### config.mk
export PLATFORM = sky130hd
export DESIGN_NAME = i2c_codec_target
export DESIGN_NICKNAME = d
export VERILOG_FILES = /design/src/rtl/i2c_codec_target.sv
export SDC_FILE = /design/constraint.sdc
export NUM_CORES = 1
export LEC_CHECK = 0
export CAP_MARGIN = 20
export CORE_ASPECT_RATIO = 0.8
export CORE_MARGIN = 2
export CORE_UTILIZATION = 25
export DETAILED_ROUTE_END_ITERATION = 10
export PLACE_DENSITY_LB_ADDON = 0.25
export SLEW_MARGIN = 20
export SYNTH_ARGS = -nofsm -noshare
export SYNTH_HDL_FRONTEND = slang
export SYNTH_SLANG_ARGS = --single-unit
### constraint.sdc
create_clock -name clk -period 1.5 [get_ports clk]
set_input_delay 0.15 -clock clk [delete_from_list [all_inputs] [get_ports clk]]
set_output_delay 0.15 -clock clk [all_outputs]
set_load 0.01 [all_outputs]
### src/rtl/i2c_codec_target.sv
// I2C target receiver for WM8731-style 3-byte register writes: decodes SCL/SDA,
// ACKs matching bytes by pulling SDA low and emits one strobe per completed word.
module i2c_codec_target #(
  parameter logic [6:0] DEV_ADDR    = 7'h1A,
  parameter int         SYNC_STAGES = 2
) (
  input  logic       clk,
  input  logic       reset,
  input  logic       I2C_SCLK,
  input  logic       I2C_SDAT_I,
  output logic       I2C_SDAT_OE,
  output logic       wr_valid,
  output logic [6:0] reg_addr,
  output logic [8:0] reg_data,
  output logic       busy,
  output logic       abort
);

  typedef enum logic [2:0] {
    IDLE, ADDR, ADDR_ACK, B1, B1_ACK, B2, B2_ACK, IGNORE
  } state_t;

  logic [SYNC_STAGES-1:0] scl_sync, sda_sync;
  logic                   scl_d, sda_d;
  logic                   scl_s, sda_s;
  logic                   scl_rise, scl_fall, start_det, stop_det;
  logic                   in_word;
  logic [7:0]             byte_next;

  state_t     state;
  logic [2:0] bit_cnt;
  logic [7:0] shift_reg;
  logic [7:0] hi_byte;
  logic       ack_on;

  // NOTE: the synchroniser and history flops carry no reset on purpose: they just
  // track the wire, and resetting them could fabricate a START/STOP edge on release.
  always_ff @(posedge clk) begin
    scl_sync <= {scl_sync[SYNC_STAGES-2:0], I2C_SCLK};
    sda_sync <= {sda_sync[SYNC_STAGES-2:0], I2C_SDAT_I};
    scl_d    <= scl_s;
    sda_d    <= sda_s;
  end

  assign scl_s     = scl_sync[SYNC_STAGES-1];
  assign sda_s     = sda_sync[SYNC_STAGES-1];
  assign scl_rise  = scl_s & ~scl_d;
  assign scl_fall  = ~scl_s & scl_d;
  assign start_det = scl_s & scl_d & sda_d & ~sda_s;
  assign stop_det  = scl_s & scl_d & ~sda_d & sda_s;
  assign in_word   = (state == B1) || (state == B1_ACK) || (state == B2);
  assign byte_next = {shift_reg[6:0], sda_s};

  // NOTE: all state below uses non-blocking assignments so every flop samples
  // the pre-edge values regardless of statement order.
  always_ff @(posedge clk) begin
    if (reset) begin
      state       <= IDLE;
      bit_cnt     <= '0;
      shift_reg   <= '0;
      hi_byte     <= '0;
      ack_on      <= 1'b0;
      I2C_SDAT_OE <= 1'b0;
      wr_valid    <= 1'b0;
      abort       <= 1'b0;
      busy        <= 1'b0;
      reg_addr    <= '0;
      reg_data    <= '0;
    end else begin
      wr_valid <= 1'b0;
      abort    <= 1'b0;
      // Bus conditions win over any scl edge seen in the same cycle.
      if (start_det) begin
        abort       <= in_word;
        state       <= ADDR;
        bit_cnt     <= '0;
        ack_on      <= 1'b0;
        I2C_SDAT_OE <= 1'b0;
        busy        <= 1'b1;
      end else if (stop_det) begin
        abort       <= in_word;
        state       <= IDLE;
        bit_cnt     <= '0;
        ack_on      <= 1'b0;
        I2C_SDAT_OE <= 1'b0;
        busy        <= 1'b0;
      end else begin
        case (state)
          ADDR, B1, B2: begin
            if (scl_rise) begin
              shift_reg <= byte_next;
              bit_cnt   <= bit_cnt + 3'd1;
              if (bit_cnt == 3'd7) begin
                case (state)
                  ADDR: state <= (byte_next == {DEV_ADDR, 1'b0}) ? ADDR_ACK : IGNORE;
                  B1: begin
                    hi_byte <= byte_next;
                    state   <= B1_ACK;
                  end
                  default: begin
                    reg_addr <= hi_byte[7:1];
                    reg_data <= {hi_byte[0], byte_next};
                    wr_valid <= 1'b1;
                    state    <= B2_ACK;
                  end
                endcase
              end
            end
          end
          ADDR_ACK, B1_ACK, B2_ACK: begin
            // First fall opens the ACK slot, the second one closes it.
            if (scl_fall) begin
              if (!ack_on) begin
                ack_on      <= 1'b1;
                I2C_SDAT_OE <= 1'b1;
              end else begin
                ack_on      <= 1'b0;
                I2C_SDAT_OE <= 1'b0;
                bit_cnt     <= '0;
                case (state)
                  ADDR_ACK: state <= B1;
                  B1_ACK:   state <= B2;
                  default:  state <= IGNORE;
                endcase
              end
            end
          end
          default: I2C_SDAT_OE <= 1'b0;
        endcase
      end
    end
  end

endmodule

==> impl_metrics.py, run 1 <==
metrics = {
    "outcome": {
        "outcome": "complete, no violations",
    },
    "setup_path": {
        "regToRegSetupSlack_ns": 0.05,
        "crit_required_ns": 1.73,
        "cp-end-kind": "flip-flop",
        "critical_path.max_stage_delay_ns": 0.50,
        "critPathKind": "flip-flop to flip-flop",
        "arrival_ns": 1.68,
        "path_cells": "o21ba_2, a32oi_2, a2111o_1, a21oi_1",
        "start_kind": "flip-flop",
        "r2r_end": "state[2]",
        "r2r_start": "state[1]",
        "slowest_stage": "dfxtp_1",
        "worstPathMaxFanout": 6,
        "reg2reg_depth": 4,
    },
    "finish": {
        "multi_input_area_um2": 826,
        "fillers": 734,
        "reg_top3": "reg_data (9), hi_byte (8)",
        "n_antenna_cell": 0,
        "finish.instance_area_mm2": 0.00245,
        "regMostFlops": "reg_data",
        "largest_reg_flops": 9,
        "area_growth_pct": 34.9,
        "seqCellArea_um2": 967,
        "final_nets": 222,
        "layout-drive-gt1-share_pct": 18.9,
    },
    "die": {
        "coreArea_mm2": 0.00696,
        "die_w_um": 99.4,
        "start_util_pct": 26.1,
        "rows": 27,
        "pin_count": 24,
        "die_area_mm2": 0.00798,
        "die_height_um": 80.3,
    },
    "timing": {
        "relSlewSlack_pct": 76.7,
        "min_period_ns": 1.45,
        "fin_skew_ns": 0.00902,
        "fmax_mhz": 689,
        "hold_viol": 0,
        "post-route-period-util_pct": 96.7,
        "tightest_slew_ns": 0.345,
        "slew_viol_final": 0,
        "setup_viol": 0,
    },
    "power_and_ir_drop": {
        "pwr_density_cell_mw_per_mm2": 913,
        "pwr-share-clk_pct": 36.8,
        "pwr-share-seq_pct": 58.1,
        "total_power_mw": 2.24,
        "switchingPower_uw": 522,
        "pwr-share-comb_pct": 5.1,
        "power_switching_share_pct": 23.3,
        "p_int_mw": 1.72,
        "max-vdd-ir-drop_v": 0.000400,
        "power_leakage_nw": 1.05,
    },
    "detailed_routing": {
        "routedWlPerCell_um": 13.4,
        "vias_per_cell": 4.36,
        "wirelength_um": 4080,
        "drcViolationCount": 0,
        "drtPass1Iterations": 4,
        "antenna_left": 0,
        "vias": 1325,
        "drt_iter0_markers": 106,
    },
    "logic_synthesis": {
        "ys_warn_count": 0,
        "synth_compound_area_share_pct": 6.60,
        "netlist.area_leader.share_pct": 52.8,
        "synthesis.instances": 172,
        "yosysSeqAreaShare_pct": 52.8,
        "synth_top_family_by_area": "multiplexers",
        "synth_area_per_cell_um2": 10.6,
        "synthDistinctLibCells": 36,
        "ys_ff_latch": 48,
        "synthAdderAreaFrac_pct": 1.38,
        "synthMuxAreaShare_pct": 18.2,
        "syn_nets": 178,
        "synthSimpleGateAreaFrac_pct": 16.6,
        "syn_area_mm2": 0.00182,
        "netlist_top_cells_area": "dfxtp_1 (53%), mux2i_1 (18%), nor2_1 (7.8%)",
        "synth-xor-area-share_pct": 0.963,
        "synth_top_cell_by_area": "dfxtp_1",
    },
    "clock_network": {
        "cts-htree-levels": 2,
        "cts.clk_slew.worst_paths_ns": 0.09,
        "insertion_delay_ns": 0.30,
        "cts_root_buf": "clkbuf_8",
        "holdBufCountCts": 0,
        "clockBufferDepth": 2,
        "cts_num_sinks": 48,
        "cts_buffers": 5,
        "cts_tree": "yes",
    },
    "placement": {
        "hpwl_um": 2730,
        "finalWeightedCongestion": 0.811,
        "place_area_mm2": 0.00224,
        "portBuffers": 23,
    },
    "min_path": {
        "hold_depth": 1,
        "hold_class": "input port to flip-flop",
        "hold_start": "I2C_SDAT_I",
        "hold_end": "sda_sync[0]",
    },
    "global_routing": {
        "grt_pass1_vias": 1239,
        "grt_max_degree": 27,
        "gr-total-overflow": 0,
        "antenna_found_initial": 0,
        "grt_use_total_pct": 10.3,
        "grt_pass1_wl_um": 6360,
    },
    "job": {
        "cap_violations": 0,
    },
}
[critical path: cells and delay by family (launching register included)]
kind,cells,cell delay [ns]
compound gates,4,0.89
flops,1,0.50
[worst max path at each step]
stage	from	endpoint	slack, ns	cells past startpoint
after global routing	state[1]	state[2]	-0.01	4
after floorplan	bit_cnt[0]	reg_addr[0]	0.07	7
final	state[1]	state[2]	0.05	4
after detailed placement	bit_cnt[1]	hi_byte[5]	-0.15	5
after global placement	bit_cnt[0]	hi_byte[5]	-0.08	5
after CTS	state[0]	reg_addr[5]	0.02	5
[metal layers]
layer	vias up	global-route usage, %	wire (µm)
met5	-	0	0
met4	0	4.52	70
met3	8	2.26	140
met2	28	13.9	1490
met1	609	15.4	2380
li1	680	-	-
[cell usage after synthesis (all sizes together)]
cell,count
xnor2,1
dfxtp,48
a32oi,2
nor4bb,1
nor4,1
a21boi,1
nor4b,1
and4b,2
and2b,2
nor2,38
inv,2
ha,2
nor3,3
buf,5
nand4b,2
and2,2
o31ai,1
o21ai,1
o21ba,1
nor2b,2
nand3,1
a21oi,4
nand2,4
mux2i,33
a31o,1
a22oi,2
a2111o,1
and4,1
nand2b,2
a31oi,1
clkbuf,3
xor2,1
[power groups by stage]
stage                     logic, mW  clock network, mW  registers, mW
after CTS                     0.107              0.865           1.30
after floorplan              0.0562                  0           1.33
after detailed placement      0.107                  0           1.33
final                         0.114              0.825           1.30
after global routing          0.124              0.916           1.30
after global placement        0.108                  0           1.33
[stage by stage]
step	utilization, %	instances	hold slack [ns]	worst slack, ns	TNS (ns)
after floorplan	-	172	0.178	0.0675	0
after global placement	32.2	291	0.311	-0.0849	-0.593
after detailed placement	32.2	291	0.315	-0.146	-1.10
after CTS	33.7	299	0.272	0.0167	0
after global routing	35.3	304	0.278	-0.0147	-0.0147
final	35.3	304	0.286	0.0496	0
[layout by cell type (no fill, tap or decap), types with 2 or more instances in the layout]
cell type,Yosys,final
dfxtp_1,48,45
and2b_1,2,2
nand2_1,4,4
inv_1,2,2
buf_4,0,18
clkbuf_16,0,2
a22oi_1,2,2
nor2_1,38,38
dfxtp_2,0,2
clkbuf_8,0,6
nor2b_1,2,2
and4b_1,2,2
nor3_1,3,3
and2_1,2,2
a21oi_1,4,4
mux2i_1,33,33
nand4b_1,2,2
clkdlybuf4s50_1,0,23
nand2b_1,2,2
clkinvlp_4,0,2
[cell type report]
class                           instances  share of cell area [%]
Timing Repair Buffer                   45                    18.2
Inverter                                2                   0.306
Sequential cell                        48                    39.4
Clock buffer                            6                    3.37
Tap cell                               87                    4.44
Clock inverter                          2                   0.612
Multi-Input combinational cell        114                    33.7
[timing repair]
item | in CTS | in global routing
gates cloned | 0 | 2
resized for setup | 2 | 10
setup buffers | 0 | 4
pin swaps | 0 | 2
setup endpoints to repair | 9 | 23
hold endpoints to repair | 0 | 0
[cells by family (layout without fill, tap and decap cells)]
| logic type | after synthesis | in the layout |
|---|---|---|
| buffers and inverters | 10 | 55 |
| DFF | 48 | 48 |
| adders and majority gates | 2 | 2 |
| and+or+nand+nor | 62 | 62 |
| AOI/OAI and AO/OA | 15 | 15 |
| xor gates and xnor gates | 2 | 2 |
| muxes | 33 | 33 |
No activity file was read; power rests on OpenSTA's default activity.
==> inputs of run 2 (changes only) <==
- CORE_ASPECT_RATIO: 0.8 -> unset
==> impl_metrics.py, run 2 (synthesis gave the netlist of run 1 again) <==
metrics = {
    "global_routing": {
        "gr-total-overflow": 0,
        "grt_max_degree": 36,
        "antenna_found_initial": 0,
        "grt_pass1_vias": 1260,
        "grt_pass1_wl_um": 6020,
        "grt_use_total_pct": 9.98,
    },
    "clock_network": {
        "cts_tree": "yes",
        "cts.clk_slew.worst_paths_ns": 0.09,
        "holdBufCountCts": 0,
        "clockBufferDepth": 2,
        "cts_root_buf": "clkbuf_8",
        "cts_num_sinks": 48,
        "insertion_delay_ns": 0.30,
        "cts-htree-levels": 2,
        "cts_buffers": 5,
    },
    "timing": {
        "relSlewSlack_pct": 68.6,
        "fin_skew_ns": 0.00524,
        "slew_viol_final": 0,
        "hold_viol": 0,
        "fin_worst_hold_slack_ns": 0.291,
        "tightest_slew_ns": 0.465,
        "rsz0062_at_grt": "false",
        "fmax_mhz": 700,
        "post-route-period-util_pct": 95.2,
        "setup_viol": 0,
        "min_period_ns": 1.43,
    },
    "power_and_ir_drop": {
        "pwr-share-comb_pct": 5.0,
        "power_leakage_nw": 1.07,
        "pwr_density_cell_mw_per_mm2": 887,
        "switchingPower_uw": 483,
        "max-vdd-ir-drop_v": 0.000401,
        "total_power_mw": 2.19,
        "pwr-share-seq_pct": 59.3,
        "pwr-share-clk_pct": 35.7,
        "p_int_mw": 1.71,
        "power_switching_share_pct": 22.0,
    },
    "finish": {
        "final_common_cell": "dfxtp_1",
        "layout-drive-gt1-share_pct": 18.1,
        "n_antenna_cell": 0,
        "multi_input_area_um2": 813,
        "area_growth_pct": 35.8,
        "fillers": 737,
        "seqCellArea_um2": 963,
        "final_util_pct": 34.6,
        "mostFrequentLayoutCells": "dfxtp_1 (46), nor2_1 (38), mux2i_1 (32)",
        "reg_top3": "reg_data (9), hi_byte (8)",
        "largest_reg_flops": 9,
        "regMostFlops": "reg_data",
        "final_nets": 222,
        "final-instance-count-excl-fill": 315,
    },
    "outcome": {
        "outcome": "complete, no violations",
    },
    "die": {
        "die_area_mm2": 0.00798,
        "die_w_um": 89.3,
        "rows": 31,
        "pin_count": 24,
        "start_util_pct": 25.5,
        "die_height_um": 89.3,
        "coreArea_mm2": 0.00714,
    },
    "setup_path": {
        "cp-end-kind": "flip-flop",
        "critPathKind": "flip-flop to flip-flop",
        "regToRegSetupSlack_ns": 0.07,
        "crit_required_ns": 1.70,
        "start_kind": "flip-flop",
        "arrival_ns": 1.63,
        "worstPathMaxFanout": 8,
    },
    "placement": {
        "hpwl_um": 2540,
        "finalWeightedCongestion": 0.777,
        "portBuffers": 23,
        "place_inst": 305,
    },
    "detailed_routing": {
        "drt_iter0_markers": 73,
        "vias_per_cell": 4.12,
        "wirelength_um": 3700,
        "antenna_left": 0,
        "drtPass1Iterations": 4,
        "routedWlPerCell_um": 11.7,
        "drcViolationCount": 0,
        "vias": 1299,
    },
    "job": {
        "cap_violations": 0,
    },
    "min_path": {
        "hold_class": "input port to flip-flop",
    },
}
==> run 2: cell count changes in the layout (fill, tap and decap cells not counted), sizes merged <==
cell      change
clkinvlp      -2
clkinv        +1
==> run 2: worst max-delay path, stage by stage (launching register included) <==
cell and delay [ns]:
dfxtp_2 0.33, ha_1 0.19, ha_2 0.18, nand4b_1 0.10, buf_6 0.14, clkbuf_16 0.16
mux2i_1 0.18, nor2_1 0.05
==> run 2: power groups by stage <==
stage	registers (mW)	logic (mW)	clock network (mW)
after global routing	1.30	0.120	0.883
final	1.30	0.110	0.783
after floorplan	1.33	0.0562	0
after CTS	1.30	0.108	0.824
after detailed placement	1.33	0.108	0
after global placement	1.33	0.109	0
==> run 2: final timing paths <==
kind / from / endpoint / cells past startpoint
setup reg to reg: bit_cnt[0] / reg_data[5] / 7
hold reg to reg: sda_sync[0] / sda_sync[1] / 0
setup / recovery: bit_cnt[0] / reg_data[5] / 7
hold / removal: I2C_SDAT_I / sda_sync[0] / 1
==> run 2: area by class of cell <==
cell class / count / area share, %
Tap cell: 99 / 5.01
Timing Repair Buffer: 45 / 19.1
Multi-Input combinational cell: 114 / 32.9
Sequential cell: 48 / 39.0
Inverter: 2 / 0.304
Clock inverter: 1 / 0.354
Clock buffer: 6 / 3.34
==> run 2: routing by layer <==
metal / vias up / track usage [%] / share of wire, %
met3: 7 / 2.77 / 3.9
met4: 0 / 5.29 / 2.2
li1: 683 / - / -
met5: - / 0 / 0
met1: 592 / 13.1 / 50
met2: 17 / 14.9 / 43
==> run 2: repair_timing <==
item | in CTS | in global routing
cloned | 0 | 2
pin swaps | 0 | 1
buffers inserted | 0 | 1
gates resized for setup | 1 | 8
endpoints found under the setup margin | 8 | 24
==> run 2: per-stage QoR <==
step / setup TNS (ns) / setup WS (ns) / area (µm²)
6_report: 0 / 0.0716 / 2470
3_3_place_gp: -0.300 / -0.0452 / 2300
3_5_place_dp: -0.668 / -0.0998 / 2300
5_1_grt: 0 / 0.00223 / 2470
4_1_cts: 0 / 0.0146 / 2390
2_1_floorplan: 0 / 0.0675 / 1820
==> inputs of run 3 (changes only) <==
- CAP_MARGIN: 20 -> unset
- CORE_UTILIZATION: 25 -> 48
==> impl_metrics.py, run 3 (synthesis gave the netlist of run 1 again) <==
metrics = {
    "setup_path": {
        "critPathKind": "flip-flop to flip-flop",
        "worstPathMaxFanout": 7,
        "start_kind": "flip-flop",
        "arrival_ns": 1.65,
        "cp-end-kind": "flip-flop",
        "crit_required_ns": 1.69,
    },
    "detailed_routing": {
        "vias_per_cell": 5.25,
        "antenna_left": 0,
        "met3_length_um": 174,
        "drtPass1Iterations": 4,
        "routed.top_layer": "met4",
        "dr_wl_met2_um": 1890,
        "wirelength_um": 3860,
        "m1WireLength_um": 1700,
        "vias": 1376,
        "drt_iter0_markers": 77,
        "routedWlPerCell_um": 14.7,
        "drcViolationCount": 0,
    },
    "die": {
        "die_w_um": 65.6,
        "die_area_mm2": 0.00430,
        "die_height_um": 65.6,
        "rows": 22,
        "coreArea_mm2": 0.00366,
        "pin_count": 24,
        "start_util_pct": 49.7,
    },
    "global_routing": {
        "antenna_found_initial": 0,
        "grt_max_degree": 29,
        "grt_pass1_vias": 1415,
        "grt_pass1_wl_um": 6570,
        "grt_use_total_pct": 20.4,
        "gr-total-overflow": 0,
    },
    "timing": {
        "slew_viol_final": 0,
        "post-route-period-util_pct": 97.2,
        "rsz0062_at_grt": "true",
        "hold_viol": 0,
        "relSlewSlack_pct": 74.0,
        "finalSetupTns_ns": 0,
        "min_period_ns": 1.46,
        "fin_skew_ns": 0.00772,
        "tightest_slew_ns": 0.385,
        "setup_viol": 0,
        "fmax_mhz": 686,
    },
    "job": {
        "cap_violations": 0,
    },
    "clock_network": {
        "clockBufferDepth": 2,
        "cts.clk_slew.worst_paths_ns": 0.09,
        "cts_num_sinks": 48,
        "cts_root_buf": "clkbuf_8",
        "cts_tree": "yes",
        "cts-htree-levels": 2,
        "insertion_delay_ns": 0.30,
        "cts_buffers": 5,
    },
    "finish": {
        "area_growth_pct": 31.6,
        "reg_top3": "reg_data (9), hi_byte (8)",
        "n_antenna_cell": 0,
        "final_nets": 219,
        "mostFrequentLayoutCells": "dfxtp_1 (41), nor2_1 (38), mux2i_1 (32)",
        "layout-drive-gt1-share_pct": 21.0,
        "regMostFlops": "reg_data",
        "final_common_cell": "dfxtp_1",
        "largest_reg_flops": 9,
    },
    "power_and_ir_drop": {
        "total_power_mw": 2.21,
        "pwr_density_cell_mw_per_mm2": 925,
        "max-vdd-ir-drop_v": 0.000718,
        "power_leakage_nw": 1.01,
    },
    "min_path": {
        "hold_class": "input port to flip-flop",
    },
    "placement": {
        "portBuffers": 23,
        "finalWeightedCongestion": 0.783,
        "hpwl_um": 2540,
    },
    "outcome": {
        "outcome": "complete, no violations",
    },
}
-- run 3: changes by cell type in the layout (fill, tap and decap cells not counted), sizes merged --
cell	delta
clkbuf	-1
buf	-1
clkinv	-1
clkinvlp	+1
-- run 3: power breakdown --
group / total [mW] / switching, mW / internal, mW
clock network: 0.798 / 0.423 / 0.375
registers: 1.30 / 0.0147 / 1.29
logic: 0.113 / 0.0585 / 0.0541
total: 2.21 / 0.496 / 1.72
-- run 3: timing repair --
action,4_1_cts,5_1_grt
resized for setup,9,14
hold buffers,0,0
setup endpoints to repair,14,33
gates cloned,1,0
setup buffers,2,2
pin swaps,1,5
-- run 3: layout make-up --
type	count	area [µm²]
Timing Repair Buffer	42	393
Clock buffer	7	86.3
Clock inverter	1	7.51
Inverter	2	7.51
Multi-Input combinational cell	114	870
Fill cell	276	1270
Tap cell	48	60.1
Sequential cell	48	970
-- run 3: metal layers --
metal / vias up / track usage, %
met5: - / 0
met4: 0 / 9.90
met3: 10 / 5.99
met2: 33 / 32.9
met1: 655 / 24.7
li1: 678 / -
-- run 3: final timing paths --
| path | start | end | slack [ns] | cells past startpoint |
|---|---|---|---|---|
| worst min register to register | scl_sync[0] | scl_sync[1] | 0.33 | 0 |
| worst min-delay path | I2C_SDAT_I | sda_sync[0] | 0.29 | 1 |
| worst max register to register | state[2] | reg_addr[0] | 0.04 | 7 |
| worst max-delay path | state[2] | reg_addr[0] | 0.04 | 7 |
-- run 3: critical path: stages (launching register included) --
cell	delay (ns)
dfxtp_2	0.33
buf_6	0.13
a21boi_4	0.21
nand4b_1	0.14
buf_4	0.18
buf_6	0.14
mux2i_1	0.16
nor2_1	0.06
-- run 3: through the flow --
stage / area, µm² / util, % / hold slack (ns) / setup WS [ns] / instances
global route: 2390 / 65.4 / 0.290 / -0.0506 / 262
global placement: 2180 / 59.5 / 0.310 / -0.0327 / 250
floorplan: 1820 / - / 0.178 / 0.0675 / 172
detailed placement: 2180 / 59.5 / 0.313 / -0.118 / 250
CTS: 2340 / 64.0 / 0.283 / -0.00743 / 261
finish: 2390 / 65.4 / 0.291 / 0.0416 / 262
